**src/rtl/mmio_uart_tx.sv**
```systemverilog
// mmio_uart_tx: CPU-writable TX FIFO feeding an 8N1 serialiser on the tx pin.
module mmio_uart_tx #(
    parameter int unsigned CLKS_PER_BIT = 200,
    parameter int unsigned FIFO_DEPTH   = 8
) (
    input  logic        uartclk,
    input  logic        uartrst,
    input  logic        uartcs,
    input  logic        uartwrite,
    input  logic        uartread,
    input  logic [1:0]  uartaddr,
    input  logic [7:0]  uartwdata,
    output logic [15:0] uartrdata,
    output logic        tx
);
    localparam int unsigned PTR_W  = $clog2(FIFO_DEPTH);
    localparam int unsigned CNT_W  = PTR_W + 1;
    localparam int unsigned BAUD_W = (CLKS_PER_BIT > 1) ? $clog2(CLKS_PER_BIT) : 1;
    localparam logic [BAUD_W-1:0] BAUD_LAST = BAUD_W'(CLKS_PER_BIT - 1);
    localparam logic [CNT_W-1:0]  DEPTH_CNT = CNT_W'(FIFO_DEPTH);

    typedef enum logic [1:0] {
        ST_IDLE  = 2'd0,
        ST_START = 2'd1,
        ST_DATA  = 2'd2,
        ST_STOP  = 2'd3
    } state_t;

    state_t              state_q, state_d;
    logic [7:0]          fifo_mem [FIFO_DEPTH];
    logic [PTR_W-1:0]    wr_ptr_q, rd_ptr_q;
    logic [CNT_W-1:0]    count_q;
    logic                overflow_q;
    logic [7:0]          shift_q, shift_d;
    logic [2:0]          bit_q, bit_d;
    logic [BAUD_W-1:0]   baud_q, baud_d;
    logic                tx_d;

    logic empty_c, full_c, busy_c;
    logic data_wr_c, ctrl_wr_c, push_c, pop_c, baud_end_c;

    assign empty_c    = (count_q == '0);
    assign full_c     = (count_q == DEPTH_CNT);
    assign busy_c     = (state_q != ST_IDLE);
    assign data_wr_c  = uartcs & uartwrite & (uartaddr == 2'b00);
    assign ctrl_wr_c  = uartcs & uartwrite & (uartaddr == 2'b10);
    // Full is judged before any same-edge pop, so a write while full is always dropped.
    assign push_c     = data_wr_c & ~full_c;
    assign baud_end_c = (baud_q == BAUD_LAST);

    // Next-state, shifter and bit-timing logic for the serialiser.
    always_comb begin
        state_d = state_q;
        shift_d = shift_q;
        bit_d   = bit_q;
        baud_d  = baud_q;
        pop_c   = 1'b0;
        tx_d    = 1'b1;
        case (state_q)
            ST_IDLE: begin
                if (!empty_c) begin
                    pop_c   = 1'b1;
                    shift_d = fifo_mem[rd_ptr_q];
                    bit_d   = '0;
                    baud_d  = '0;
                    state_d = ST_START;
                end
            end
            ST_START: begin
                baud_d = baud_end_c ? '0 : baud_q + BAUD_W'(1);
                if (baud_end_c) begin
                    state_d = ST_DATA;
                end
            end
            ST_DATA: begin
                baud_d = baud_end_c ? '0 : baud_q + BAUD_W'(1);
                if (baud_end_c) begin
                    shift_d = {1'b0, shift_q[7:1]};
                    bit_d   = bit_q + 3'd1;
                    if (bit_q == 3'd7) begin
                        state_d = ST_STOP;
                    end
                end
            end
            ST_STOP: begin
                baud_d = baud_end_c ? '0 : baud_q + BAUD_W'(1);
                if (baud_end_c) begin
                    state_d = ST_IDLE;
                end
            end
            default: state_d = ST_IDLE;
        endcase
        // tx is registered from the level the next state will drive.
        case (state_d)
            ST_START: tx_d = 1'b0;
            ST_DATA:  tx_d = shift_d[0];
            default:  tx_d = 1'b1;
        endcase
    end

    // Serialiser state and registered tx pin.
    always_ff @(posedge uartclk) begin
        if (uartrst) begin
            state_q <= ST_IDLE;
            shift_q <= '0;
            bit_q   <= '0;
            baud_q  <= '0;
            tx      <= 1'b1;
        end else begin
            state_q <= state_d;
            shift_q <= shift_d;
            bit_q   <= bit_d;
            baud_q  <= baud_d;
            tx      <= tx_d;
        end
    end

    // FIFO storage; contents need no reset since count gates every read.
    always_ff @(posedge uartclk) begin
        if (push_c) begin
            fifo_mem[wr_ptr_q] <= uartwdata;
        end
    end

    // FIFO pointers, fill level and sticky overflow flag.
    always_ff @(posedge uartclk) begin
        if (uartrst) begin
            wr_ptr_q   <= '0;
            rd_ptr_q   <= '0;
            count_q    <= '0;
            overflow_q <= 1'b0;
        end else begin
            if (push_c) begin
                wr_ptr_q <= wr_ptr_q + PTR_W'(1);
            end
            if (pop_c) begin
                rd_ptr_q <= rd_ptr_q + PTR_W'(1);
            end
            case ({push_c, pop_c})
                2'b10:   count_q <= count_q + CNT_W'(1);
                2'b01:   count_q <= count_q - CNT_W'(1);
                default: count_q <= count_q;
            endcase
            if (data_wr_c && full_c) begin
                overflow_q <= 1'b1;
            end else if (ctrl_wr_c && uartwdata[0]) begin
                overflow_q <= 1'b0;
            end
        end
    end

    // Registered read bus; holds its value when no read is strobed.
    always_ff @(posedge uartclk) begin
        if (uartrst) begin
            uartrdata <= '0;
        end else if (uartcs && uartread) begin
            case (uartaddr)
                2'b00:   uartrdata <= 16'(count_q);
                2'b10:   uartrdata <= {12'b0, overflow_q, empty_c, full_c, busy_c};
                default: uartrdata <= 16'h0000;
            endcase
        end
    end
endmodule

```
**config.mk**
```make
export PLATFORM = sky130hd
export DESIGN_NAME = mmio_uart_tx
export DESIGN_NICKNAME = d
export VERILOG_FILES = /design/src/rtl/mmio_uart_tx.sv
export SDC_FILE = /design/constraint.sdc
export NUM_CORES = 1
export LEC_CHECK = 0
export CAP_MARGIN = 10
export CORE_ASPECT_RATIO = 0.75
export CORE_MARGIN = 8
export CORE_UTILIZATION = 28
export CTS_BUF_LIST = sky130_fd_sc_hd__clkbuf_2 sky130_fd_sc_hd__clkbuf_4 sky130_fd_sc_hd__clkbuf_8
export DETAILED_ROUTE_END_ITERATION = 7
export GPL_TIMING_DRIVEN = 0
export PLACE_DENSITY = 0.48
export SLEW_MARGIN = 20
export SYNTH_ARGS = -nofsm -noshare
export SYNTH_HDL_FRONTEND = slang
export SYNTH_SLANG_ARGS = --single-unit
```
**constraint.sdc**
```tcl
create_clock -name uartclk -period 3.2 [get_ports uartclk]
set_clock_uncertainty 0.1 [all_clocks]
set_input_delay 0.48 -clock uartclk [delete_from_list [all_inputs] [get_ports uartclk]]
set_output_delay 0.48 -clock uartclk [all_outputs]
set_load 0.01 [all_outputs]
```
-- Word-level counts from Yosys, hierarchy flattened
Memory sizes are Yosys's and may differ from the RTL's. A register that Yosys moved wholly into a read port is not among the register bits.
Index checks and enable logic that the tools add are counted.
- add/subtract/negate cells: 6
- reductions and logical operators: 12
- equality and inequality tests: 13
- muxes and demuxes: 26
- bitwise operators: 5
- operator list (kind ; count):
    8-bit two-way mux ; 4
    8-bit one-hot mux with 2 select lines ; 2
    4-bit one-hot mux with 2 select lines ; 2
    3-bit two-way mux ; 4
    2-bit == test (second input constant) ; 5
    2-bit two-way mux ; 5
    3-bit by 1-bit adder with 3-bit output (second input constant) ; 3
    8-bit by 1-bit adder with 8-bit output (second input constant) ; 1
    8-bit == test (second input constant) ; 1
    2-bit one-hot mux with 4 select lines ; 1
    2-bit nonzero test ; 4
    2-bit by 1-bit == test with 1-bit output (second input constant) ; 3
    1-bit two-way mux ; 6
    3-bit one-hot mux with 2 select lines ; 1
    4-bit by 1-bit adder with 4-bit output (second input constant) ; 1
    1-bit AND ; 4
    4-bit == test (second input constant) ; 1
    2-bit zero test ; 2
    4-bit zero test ; 1
    2-bit != test (second input constant) ; 2
    4-bit by 1-bit subtractor with 4-bit output (second input constant) ; 1
    3-bit == test (second input constant) ; 1
    1-bit logical AND ; 3
    3-bit AND reduction ; 1
    other kinds (3) ; 3
- flip-flop bits (word level): 49
- output and inout bits: 17
- memory bits (writable): 64
- memories kept: 1
- memory list (memory ; words ; bits a word ; read ports ; clocked after Yosys merged registers in ; wr ports ; RTL line ; RTL):
    fifo_mem ; 8 ; 8 ; 1 ; 1 ; 1 ; 30 ; logic [7:0] fifo_mem [FIFO_DEPTH];

-- Logic depth before layout (Yosys ltp)
- word-level depth: 6
- depth in mapped cells: 11

-- Least setup slack after synthesis
Ideal clock, no wire load.
- path type: in2reg
- start point: in uartaddr[1]
- end point: reg count_q[2]
- data arrival time: 2.369 ns
- data required time: 3.027 ns
- setup time: 0.073 ns
- buffers on the path: 2
- stages: 10
- slack: 0.658 ns
- path through: clkbuf_1 > or3_1 > buf_4 > ha_1 > xor2_1 > ha_1 > a21oi_1 > xor2_1 > or3_1 > a21oi_1
- longest elaborated chain between the ends: 5
- elaborated cells between the ends (all ways): 7
- classes of those cells: 2 x eq/ne; 1 x mux; 2 x bitwise; 2 x reduce/logical
- RTL lines (item ; RTL line ; RTL):
    start, declared ; 11 ; input logic [1:0] uartaddr,
    2-bit zero test * ; 45 ; assign data_wr_c = uartcs & uartwrite & (uartaddr == 2'b00);
    1-bit AND * ; 45 ;
    1-bit AND * ; 48 ; assign push_c = data_wr_c & ~full_c;
    2-bit by 1-bit == test with 1-bit output or 2-bit == test (tied branches) ; 139 ; case ({push_c, pop_c})
    4-bit one-hot mux with 2 select lines or 2-bit nonzero test (tied branches) ; n/a ;
    end signal, assigned ; 140 ; 2'b10: count_q <= count_q + CNT_W'(1);
    end signal, assigned ; 141 ; 2'b01: count_q <= count_q - CNT_W'(1);
    end signal, assigned ; 142 ; default: count_q <= count_q;
    end, declared ; 32 ; logic [CNT_W-1:0] count_q;
Mark *: on every way between the ends. The rest lies on a longest branch, timed or not.
A chain may end at the register's enable or synchronous reset.

-- Worst setup path after layout
- start point: reg count_q[0]
- end point: reg count_q[2]
- longest elaborated chain between the ends: 5
- elaborated cells between the ends (all ways): 12
- classes of those cells: 2 x add/sub; 3 x eq/ne; 3 x mux; 2 x bitwise; 2 x reduce/logical
- RTL lines (item ; RTL line ; RTL):
    4-bit zero test * ; 42 ; assign empty_c = (count_q == '0);
    1-bit two-way mux * ; 61 ; if (!empty_c) begin
    1-bit two-way mux * ; 59 ; case (state_q)
    named net pop_c ; 40 ; logic data_wr_c, ctrl_wr_c, push_c, pop_c, baud_end_c;
    2-bit by 1-bit == test with 1-bit output or 2-bit == test (tied branches) ; 139 ;
    4-bit one-hot mux with 2 select lines or 2-bit nonzero test (tied branches) ; n/a ;
The timed path passes the listed nets; every way through them passes the cells marked *.

==> flow_metrics.tcl <==
set metrics [dict create \
    status "finished, final reports clean" \
    regToRegSetupSlack_ns 0.33 \
    grt_pass1_vias 2700 \
    drive_above_1_share 0.237 \
    slew_headroom 0.349 \
    critPathLaunchType "flop" \
    wl_per_cell_um 15.6 \
    fp-row-count 40 \
    design_area_um2 5210 \
    final.fill_count 1562 \
    area_growth_pct 16.2 \
    viasPerCell 4.52 \
    fin_crit_sh 0.897 \
    globalplace.congestion 0.696 \
    antenna_found_initial 0 \
    min_period_ns 2.87 \
    power.density_nw_per_um2 616 \
    synth_edf_count 64 \
    numClockSinks 104 \
    slew_violations 0 \
    cts_tree "done" \
    fp.coreArea_um2 15900 \
    grt_max_degree 19 \
    dp_hpwl_um 6390 \
    dpl-instance-area_um2 5030 \
    crit_fanout 11 \
    antenna_cells 0 \
    synth_area_leaders "edfxtp_1 43%, dfxtp_1 18%, mux4_2 8.0%" \
    grt_usage 0.0934 \
    critPathLaunch "count_q[0]$_SDFFE_PP0P_" \
    yosysMostFrequentCell "edfxtp_1" \
    initial_core_util 0.283 \
    cts_buffers 9 \
    drc 0 \
    ys_async_sr_fraction 0 \
    clk_path_buf_depth 2 \
    synth_cell_types 51 \
    hold_depth 2 \
    cts-hold-fix-buffers 0 \
    worstReg2RegStart "count_q[0]$_SDFFE_PP0P_" \
    postCtsSetupBuffers 0 \
    ys_seq_elements 104 \
    cp.required_ns 3.40 \
    insertion_delay_ns 0.37 \
    synth_top_cell_area_share 0.429 \
    endpoint "count_q[2]$_SDFFE_PP0P_" \
    synth.cell_area_um2 4480 \
    synth-main-ff-cell "edfxtp_1" \
    ios 32 \
    final_core_util 0.328 \
    synth.top_cells.by_count "64 x edfxtp_1, 40 x dfxtp_1, 28 x nor2_1, 17 x nand2_1, 16 x mux4_2" \
    critPathArrivalTime_ns 3.07 \
    hp-class "flop to flop" \
    grt_pass1_wl_um 14800 \
    wl_um 9170 \
    die_h_um 126 \
    ys.warnings.count 0 \
    vias 2647 \
    critPathKind "flop to flop" \
    max_freq_mhz 348 \
    cts-root-buf "clkbuf_8" \
    yosys.area.top_type "edfxtp_1" \
    drtAntennaViolNets 0 \
    drt_pass1_iterations 4 \
    dieArea_um2 20400 \
    htreeDepth 3 \
    ys_seq_area_frac 0.607 \
    port-buffer-count 18 \
    hold_viol 0 \
    die_width_um 162 \
    tightest_slew_ns 0.972 \
    r2r-end "count_q[2]$_SDFFE_PP0P_" \
    synth_cells 326 \
    rsz0062_at_grt "no" \
    cap_violations 0 \
    peakVddDrop_mv 0.214 \
    reg2reg_depth 11 \
    leakagePower_nw 1.78 \
    setup_viol 0 \
    synth.avg_cell_area_um2 13.8 \
    overflow 0 \
    nets 394 \
    dr.first_iter.drc_count 153 \
    cp-end-kind "flop" \
    cts.clk_slew.worst_paths_ns 0.10 \
]
report_power, final:
part           total (mW)  internal, mW  switching [mW]
clock network       0.760         0.288           0.472
logic               0.873         0.411           0.463
registers            1.58          1.52          0.0587
total                3.21          2.22           0.993
flip-flops by register name, summed over array words and instances (netlist names), named ones only:
signal,cells
tx,1
state_q,2
baud_q,8
bit_q,3
wr_ptr_q,3
uartrdata,4
shift_q,8
rd_ptr_q,3
fifo_mem,64
overflow_q,1
count_q,4
per-layer routing:
metal	global-route usage	up-vias	part of all wire	wire, um
met3	0.0298	10	0.049	450
met5	0	-	0	0
met1	0.129	1286	0.51	4710
met2	0.137	53	0.42	3890
li1	-	1298	-	-
met4	0.0261	0	0.013	116
metrics by stage:
step                instances  setup WS, ns  setup TNS, ns  power [mW]  hold slack (ns)
floorplan                 337         0.658              0        2.26            0.336
global placement          565        -0.550         -10.63        2.47            0.344
detailed placement        570        0.0332              0        2.49            0.360
CTS                       586         0.238              0        3.26            0.376
global route              586         0.152              0        3.40            0.392
finish                    586         0.329              0        3.21            0.374
critical path: stages, from the launching register on:
cell and delay, ns:
dfxtp_1 0.33, buf_6 0.14, nor4_2 0.48, nor3_2 0.16, clkbuf_2 0.26, ha_1 0.30
xor2_1 0.16, ha_1 0.19, a21oi_1 0.15, xor2_1 0.09, or3_1 0.30, a21oi_1 0.14
cell usage in the layout (no fill, tap or decap), types with 3 or more instances in the layout:
cell type	count
buf_2	5
dfxtp_1	40
nand2b_1	6
nand2_1	17
mux4_2	16
clkdlybuf4s50_1	18
nor3_2	6
a21oi_2	6
a21oi_1	14
edfxtp_1	64
o21ai_0	3
mux2i_1	7
clkbuf_8	9
mux2_2	11
a311oi_1	4
buf_6	3
buf_4	18
nand3_1	5
conb_1	12
nand3b_1	4
ha_1	8
clkinvlp_4	3
clkbuf_1	8
and3_1	5
a22oi_1	11
xor2_1	6
nor2_1	28
worst min path at each step:
stage,start,end,slack (ns)
3_3_place_gp,bit_q[1]$_SDFFE_PP0P_,bit_q[1]$_SDFFE_PP0P_,0.34
2_1_floorplan,bit_q[1]$_SDFFE_PP0P_,bit_q[1]$_SDFFE_PP0P_,0.34
6_report,bit_q[1]$_SDFFE_PP0P_,bit_q[1]$_SDFFE_PP0P_,0.37
4_1_cts,bit_q[1]$_SDFFE_PP0P_,bit_q[1]$_SDFFE_PP0P_,0.38
3_5_place_dp,bit_q[1]$_SDFFE_PP0P_,bit_q[1]$_SDFFE_PP0P_,0.36
5_1_grt,bit_q[1]$_SDFFE_PP0P_,bit_q[1]$_SDFFE_PP0P_,0.39
area by class of cell:
type	instances	area, um2	area share
flip-flops and latches	104	2720	0.523
multi-input cells	200	1620	0.312
well taps	210	263	0.0505
repair buffers	23	215	0.0413
plain buffers	31	199	0.0382
clock buffers	9	124	0.0238
clock inverters	7	53.8	0.0103
inverters	2	7.51	0.00144
logic make-up after synthesis:
| family | Yosys count | synth area share |
|---|---|---|
| mux | 34 | 0.124 |
| buf+inv | 33 | 0.0458 |
| fa+ha+maj | 8 | 0.0223 |
| xor+xnor | 8 | 0.0156 |
| simple gates | 87 | 0.102 |
| flops | 104 | 0.607 |
| compound gates | 51 | 0.0823 |
| other cells | 1 | 0.000836 |
repair_timing:
item / in CTS / in global routing
hold endpoints to repair: 0 / 0
gates resized for setup: 0 / 2
setup endpoints to repair: 0 / 1
Note: power is estimated with default switching activity, not from simulation.
